### src/rtl/uart_cmd_pkg.sv
// Shared opcodes, frame lengths and FSM encoding for the UART memory-command initiator.
package uart_cmd_pkg;

  localparam logic [2:0] OP_BRAM_WR  = 3'd1;
  localparam logic [2:0] OP_BRAM_RD  = 3'd2;
  localparam logic [2:0] OP_SPRAM_WR = 3'd3;
  localparam logic [2:0] OP_SPRAM_RD = 3'd4;
  localparam logic [2:0] OP_WARMBOOT = 3'd5;

  localparam logic [2:0] LEN_WRITE    = 3'd6;
  localparam logic [2:0] LEN_READ     = 3'd4;
  localparam logic [2:0] LEN_WARMBOOT = 3'd2;

  localparam logic [7:0] DEFAULT_ACK_BYTE = 8'hAA;

  typedef enum logic [2:0] {
    ST_IDLE,
    ST_SEND,
    ST_GAP,
    ST_WAIT_ACK,
    ST_WAIT_HI,
    ST_WAIT_LO,
    ST_DONE
  } state_t;

  function automatic logic op_is_legal(input logic [2:0] op);
    return (op >= OP_BRAM_WR) && (op <= OP_WARMBOOT);
  endfunction

  function automatic logic op_is_write(input logic [2:0] op);
    return (op == OP_BRAM_WR) || (op == OP_SPRAM_WR);
  endfunction

  function automatic logic [2:0] frame_len(input logic [2:0] op);
    case (op)
      OP_BRAM_WR, OP_SPRAM_WR: return LEN_WRITE;
      OP_BRAM_RD, OP_SPRAM_RD: return LEN_READ;
      OP_WARMBOOT:             return LEN_WARMBOOT;
      default:                 return 3'd0;
    endcase
  endfunction

endpackage

### src/rtl/uart_cmd_frame_mux.sv
// Combinational command-frame byte selector: picks the byte for the current index
// and flags the final byte of the frame for the latched opcode.
module uart_cmd_frame_mux
  import uart_cmd_pkg::*;
#(
  parameter int MEM_SELECT_BITS = 5
) (
  input  logic [2:0]                 op,
  input  logic [MEM_SELECT_BITS-1:0] select,
  input  logic [13:0]                addr,
  input  logic [15:0]                wdata,
  input  logic [2:0]                 index,
  output logic [7:0]                 frame_byte,
  output logic                       last
);

  logic is_spram;

  assign is_spram = (op == OP_SPRAM_WR) || (op == OP_SPRAM_RD);
  assign last     = (index == (frame_len(op) - 3'd1));

  always_comb begin
    frame_byte = 8'h00;
    case (index)
      3'd0: frame_byte = {5'b0, op};
      3'd1: frame_byte = 8'(select);
      // BRAM only decodes the low address byte, so its high byte is forced to zero
      3'd2: frame_byte = is_spram ? {2'b00, addr[13:8]} : 8'h00;
      3'd3: frame_byte = addr[7:0];
      3'd4: frame_byte = wdata[15:8];
      3'd5: frame_byte = wdata[7:0];
      default: frame_byte = 8'h00;
    endcase
  end

endmodule

### src/rtl/uart_cmd_initiator.sv
// Host-side UART memory-command master: serializes one command, then collects its response.
// Optional macro RESPONSE_TIMEOUT_EN adds a response wait limit of TIMEOUT_CYCLES clocks.
module uart_cmd_initiator
  import uart_cmd_pkg::*;
#(
  parameter int         MEM_SELECT_BITS = 5,
  parameter logic [7:0] ACK_BYTE        = DEFAULT_ACK_BYTE,
  parameter int         TIMEOUT_CYCLES  = 4_800_000
) (
  input  logic                       clk,
  input  logic                       reset,
  input  logic                       cmd_valid,
  output logic                       cmd_ready,
  input  logic [2:0]                 cmd_op,
  input  logic [MEM_SELECT_BITS-1:0] cmd_select,
  input  logic [13:0]                cmd_addr,
  input  logic [15:0]                cmd_wdata,
  output logic                       rsp_valid,
  output logic [15:0]                rsp_rdata,
  output logic                       rsp_error,
  output logic [7:0]                 tx_data,
  output logic                       tx_en,
  input  logic                       tx_busy,
  input  logic [7:0]                 rx_data,
  input  logic                       rx_valid,
  output logic                       busy
);

  if ((MEM_SELECT_BITS < 1) || (MEM_SELECT_BITS > 8) || (TIMEOUT_CYCLES < 1) ||
      (TIMEOUT_CYCLES > (1 << 23))) begin : g_bad_params
    $error("uart_cmd_initiator: MEM_SELECT_BITS or TIMEOUT_CYCLES out of range");
  end

  state_t                     state, state_next;
  logic [2:0]                 op_q, idx_q;
  logic [MEM_SELECT_BITS-1:0] select_q;
  logic [13:0]                addr_q;
  logic [15:0]                wdata_q;
  logic [7:0]                 rdata_hi_q;
  logic [7:0]                 frame_byte;
  logic                       frame_last;
  logic                       accept, tx_fire, rsp_load, rsp_error_d, timed_out;
  logic [15:0]                rsp_rdata_d;
  logic                       in_wait;

  assign cmd_ready = (state == ST_IDLE);
  assign busy      = (state != ST_IDLE);
  assign rsp_valid = (state == ST_DONE);
  assign in_wait   = (state == ST_WAIT_ACK) || (state == ST_WAIT_HI) || (state == ST_WAIT_LO);

  uart_cmd_frame_mux #(.MEM_SELECT_BITS(MEM_SELECT_BITS)) u_frame_mux (
    .op         (op_q),
    .select     (select_q),
    .addr       (addr_q),
    .wdata      (wdata_q),
    .index      (idx_q),
    .frame_byte (frame_byte),
    .last       (frame_last)
  );

`ifdef RESPONSE_TIMEOUT_EN
  logic [22:0] wait_cnt;

  // Cleared every GAP cycle so it always starts at zero on entry to a wait state
  always_ff @(posedge clk or posedge reset) begin
    if (reset)              wait_cnt <= '0;
    else if (state == ST_GAP) wait_cnt <= '0;
    else if (in_wait)       wait_cnt <= wait_cnt + 23'd1;
  end

  assign timed_out = in_wait && (wait_cnt >= 23'(TIMEOUT_CYCLES - 1));
`else
  assign timed_out = 1'b0;
`endif

  always_ff @(posedge clk or posedge reset) begin
    if (reset) state <= ST_IDLE;
    else       state <= state_next;
  end

  always_comb begin
    state_next  = state;
    accept      = 1'b0;
    tx_fire     = 1'b0;
    rsp_load    = 1'b0;
    rsp_error_d = 1'b0;
    rsp_rdata_d = 16'h0000;
    case (state)
      ST_IDLE: begin
        if (cmd_valid) begin
          accept = 1'b1;
          if (op_is_legal(cmd_op)) begin
            state_next = ST_SEND;
          end else begin
            state_next  = ST_DONE;
            rsp_load    = 1'b1;
            rsp_error_d = 1'b1;
          end
        end
      end
      ST_SEND: begin
        if (!tx_busy) begin
          tx_fire    = 1'b1;
          state_next = ST_GAP;
        end
      end
      // uart_tx raises busy a cycle after the strobe, so busy is ignored here
      ST_GAP: begin
        if (!frame_last) begin
          state_next = ST_SEND;
        end else if (op_q == OP_WARMBOOT) begin
          state_next = ST_DONE;
          rsp_load   = 1'b1;
        end else if (op_is_write(op_q)) begin
          state_next = ST_WAIT_ACK;
        end else begin
          state_next = ST_WAIT_HI;
        end
      end
      ST_WAIT_ACK: begin
        if (rx_valid) begin
          state_next  = ST_DONE;
          rsp_load    = 1'b1;
          rsp_error_d = (rx_data != ACK_BYTE);
        end else if (timed_out) begin
          state_next  = ST_DONE;
          rsp_load    = 1'b1;
          rsp_error_d = 1'b1;
        end
      end
      ST_WAIT_HI: begin
        if (rx_valid) begin
          state_next = ST_WAIT_LO;
        end else if (timed_out) begin
          state_next  = ST_DONE;
          rsp_load    = 1'b1;
          rsp_error_d = 1'b1;
        end
      end
      ST_WAIT_LO: begin
        if (rx_valid) begin
          state_next  = ST_DONE;
          rsp_load    = 1'b1;
          rsp_rdata_d = {rdata_hi_q, rx_data};
        end else if (timed_out) begin
          state_next  = ST_DONE;
          rsp_load    = 1'b1;
          rsp_error_d = 1'b1;
        end
      end
      ST_DONE: state_next = ST_IDLE;
      default: state_next = ST_IDLE;
    endcase
  end

  always_ff @(posedge clk or posedge reset) begin
    if (reset) begin
      op_q       <= '0;
      select_q   <= '0;
      addr_q     <= '0;
      wdata_q    <= '0;
      idx_q      <= '0;
      rdata_hi_q <= '0;
      tx_data    <= '0;
      tx_en      <= 1'b0;
      rsp_error  <= 1'b0;
      rsp_rdata  <= '0;
    end else begin
      tx_en <= tx_fire;
      if (accept) begin
        op_q     <= cmd_op;
        select_q <= cmd_select;
        addr_q   <= cmd_addr;
        wdata_q  <= cmd_wdata;
        idx_q    <= 3'd0;
      end
      if (tx_fire)                      tx_data    <= frame_byte;
      if ((state == ST_GAP) && !frame_last) idx_q  <= idx_q + 3'd1;
      if ((state == ST_WAIT_HI) && rx_valid) rdata_hi_q <= rx_data;
      if (rsp_load) begin
        rsp_error <= rsp_error_d;
        rsp_rdata <= rsp_rdata_d;
      end
    end
  end

endmodule

### config.mk
export PLATFORM = sky130hd
export DESIGN_NAME = uart_cmd_initiator
export DESIGN_NICKNAME = d
export VERILOG_FILES = /design/src/rtl/uart_cmd_pkg.sv /design/src/rtl/uart_cmd_frame_mux.sv /design/src/rtl/uart_cmd_initiator.sv
export SDC_FILE = /design/constraint.sdc
export NUM_CORES = 1
export LEC_CHECK = 0
export ABC_AREA = 1
export CORE_ASPECT_RATIO = 0.6
export CORE_UTILIZATION = 60
export CTS_CLUSTER_DIAMETER = 100
export DETAILED_ROUTE_END_ITERATION = 16
export DONT_BUFFER_PORTS = 1
export GPL_TIMING_DRIVEN = 0
export PLACE_DENSITY = 0.76
export SYNTH_ARGS = -nofsm -noshare
export SYNTH_HDL_FRONTEND = slang
export SYNTH_SLANG_ARGS = --single-unit
### constraint.sdc
create_clock -name clk -period 2.6 [get_ports clk]
set_clock_uncertainty 0.15 [all_clocks]
set_input_delay 0.26 -clock clk [delete_from_list [all_inputs] [get_ports clk]]
set_output_delay 0.26 -clock clk [all_outputs]
set_load 0.005 [all_outputs]
==> flow_summary.yaml <==
sta:
  setup_viol: 0
  fin_tns_setup_ns: 0
  worst_pin_slew_ns: 0.536
  rsz0062_at_grt: "false"
  relSlewSlack: 0.642
  fmax_mhz: 493
  maxSlewViolCount: 0
  final_hold_viol_count: 0
  layout_setup_ws_ns: 0.573
  min_period_over_period: 0.780
  min_period_ns: 2.03
pwr:
  p_total_w: 0.00466
  switchingPower_w: 0.00195
  vdd_drop_max_uv: 496
  p_int_w: 0.00271
  clock_power_share: 0.170
  seqPwrFrac: 0.466
  leakagePower_nw: 2.24
  power_frac_comb: 0.364
  power_density_nw_per_um2: 1050
  switching_share: 0.418
routing:
  wire_per_inst_um: 16.0
  via_per_inst: 5.45
  vias: 3210
  drt_iter0_markers: 260
  antenna_left: 0
  drt-total-wl_mm: 9.40
  drc_errors: 0
  first_pass_iters: 6
logic_synthesis:
  synth-main-ff-cell: "dfrtp_1"
  synth_enable_flop_cells: 0
  synthArstFlopShare: 1.00
  synth_top_area_frac: 0.531
  postSynthCellCount: 446
  avgSynthCellArea_um2: 8.24
  ys_types: 31
  yosys_warnings: 0
  yosys_register_bits: 78
  yosysSeqAreaShare: 0.531
  synth.cell_area_um2: 3670
  yosys.area.top_type: "dfrtp_1"
  synthTopCellsByArea: "dfrtp_1 (53%), nand2_1 (18%), o21ai_0 (5.3%)"
  synth_nets: 502
clock_network:
  clock_latency_ns: 0.35
  clock_path_buffers: 2
  numCtsBuffers: 9
  htree_levels: 3
  cts.sink_count: 78
  root_buffer: "clkbuf_8"
  clk_pin_slew_worst_paths_ns: 0.08
  cts_tree: "built"
critical_path:
  startpoint_type: "register"
  critical-path-slowest-cell: "dfrtp_1"
  crit_chain: "ha_1, ha_1, clkbuf_1, nand2_1, o21ai_0, a211oi_1, nand2_1, nand2_1, nand2_1"
  end_kind: "register"
  arrival_ns: 2.12
  critPathMaxStageDelay_ns: 0.45
  path_max_fanout: 8
  critical_path.most_common_cell: "nand2_1"
  crit_type: "register to register"
  crit_required_ns: 2.69
grt:
  grt_max_degree: 51
  grt_usage: 0.326
  grt_pass1_vias: 3143
  grt_overflow: 0
  grt_antenna_before_repair: 0
  grt_pass1_wl_mm: 15.5
layout:
  num_antenna_cells: 0
  instances_no_fill: 589
  syn2layout_area_growth_pct: 20.8
  mostFrequentLayoutCells: "nand2_1 (179), dfrtp_1 (78), dlygate4sd3_1 (47), inv_1 (40), o21ai_0 (39)"
  finalNetCount: 561
  fin_area_um2: 4440
  layout_commonest_cell: "nand2_1"
  fillCellCount: 410
  drive_gt1_frac: 0.0982
placed_design:
  placed_cells: 527
  placed_area_um2: 3800
  dp_slack_ns: 0.582
  dp_hpwl_mm: 6.34
  gp_congestion: 0.832
  portBuffers: 0
floorplan:
  die_area_um2: 6450
  ios: 80
  start_util: 0.641
  dieWidth_um: 103
  die_y_um: 62.6
  coreArea_um2: 5730
  num_rows: 21
flow_run:
  maxCapViolCount: 0
outcome:
  outcome: "complete, no violations"
min_path:
  min_path_type: "input pin to register"
power by group through the flow:
stage	clock network, W	logic (W)	registers (W)
after global placement	0	0.00153	0.00216
after detailed placement	0	0.00159	0.00218
after global routing	0.000847	0.00195	0.00223
after CTS	0.000799	0.00166	0.00216
final	0.000791	0.00170	0.00217
after floorplan	0	0.00124	0.00207
state kept, by name (all words and copies together), names as in the netlist:
register,flops
tx_data,8
idx_q,3
addr_q,14
op_q,3
rdata_hi_q,8
rsp_error,1
rsp_rdata,16
tx_en,1
wdata_q,16
select_q,5
state,3
per-stage QoR:
stage / util / hold slack (ns)
2_1_floorplan: - / 0.227
3_3_place_gp: 0.659 / 0.229
3_5_place_dp: 0.664 / -0.00324
4_1_cts: 0.775 / 0.0101
5_1_grt: 0.775 / 0.0218
6_report: 0.775 / 0.0185
cells in the mapped netlist (3+ instances only):
master / count
clkbuf_1: 4
a21oi_1: 8
nand3_1: 29
nand2_1: 179
inv_1: 41
o21ai_1: 10
nor2_1: 6
buf_6: 3
inv_2: 5
dfrtp_1: 78
o21ai_0: 39
o22ai_1: 3
buf_2: 4
buf_4: 3
nor2_2: 4
ha_1: 5
nand2_2: 4
kinds of logic (layout without fill, tap and decap cells):
logic type	after synthesis	count (layout)	share of synthesized area
simple gates	234	234	0.273
flops	78	78	0.531
compound gates	69	69	0.107
buf+inv	60	123	0.0719
fa+ha+maj	5	5	0.0170
worst max-delay path: cells and delay by family (launching register included):
family                   cells  cell delay, ns
AO/OA/AOI/OAI                2            0.30
adder cells (fa/ha/maj)      2            0.40
buffers and inverters        1            0.22
flip-flops                   1            0.45
AND/OR/NAND/NOR              4            0.39
routing by layer:
metal,track usage,wire length (µm),share of wire
met5,0,0,0
met4,0.0933,131,0.014
met3,0.0940,897,0.095
met2,0.454,3960,0.42
met1,0.496,4410,0.47
final cells by class:
type	count	area [µm²]	share of cell area
Inverter	46	175	0.0395
Multi-Input combinational cell	308	1460	0.328
Clock buffer	10	128	0.0288
Timing Repair Buffer	48	498	0.112
Clock inverter	5	36.3	0.00818
Sequential cell	78	1950	0.440
Tap cell	80	100	0.0226
Buffer	14	91.3	0.0206
path summary, 6_finish.rpt:
check,start,to,slack [ns],depth (start not counted)
setup / recovery,idx_q[0],tx_data[2],0.57,9
hold / removal,cmd_valid,state[2],0.02,3
setup reg to reg,idx_q[0],tx_data[2],0.57,9
hold reg to reg,addr_q[6],addr_q[6],0.33,2
max in group asynchronous,reset,addr_q[7],1.46,3
min in group asynchronous,reset,rdata_hi_q[2],0.26,2
what timing repair did:
| action | in CTS | in global routing |
|---|---|---|
| buffers inserted | 0 | 0 |
| hold buffers | 47 | 0 |
| endpoints found under the setup margin | 0 | 0 |
| hold endpoints to repair | 132 | 0 |
| gates resized for setup | 0 | 0 |
(Power assumes the default switching activity.)
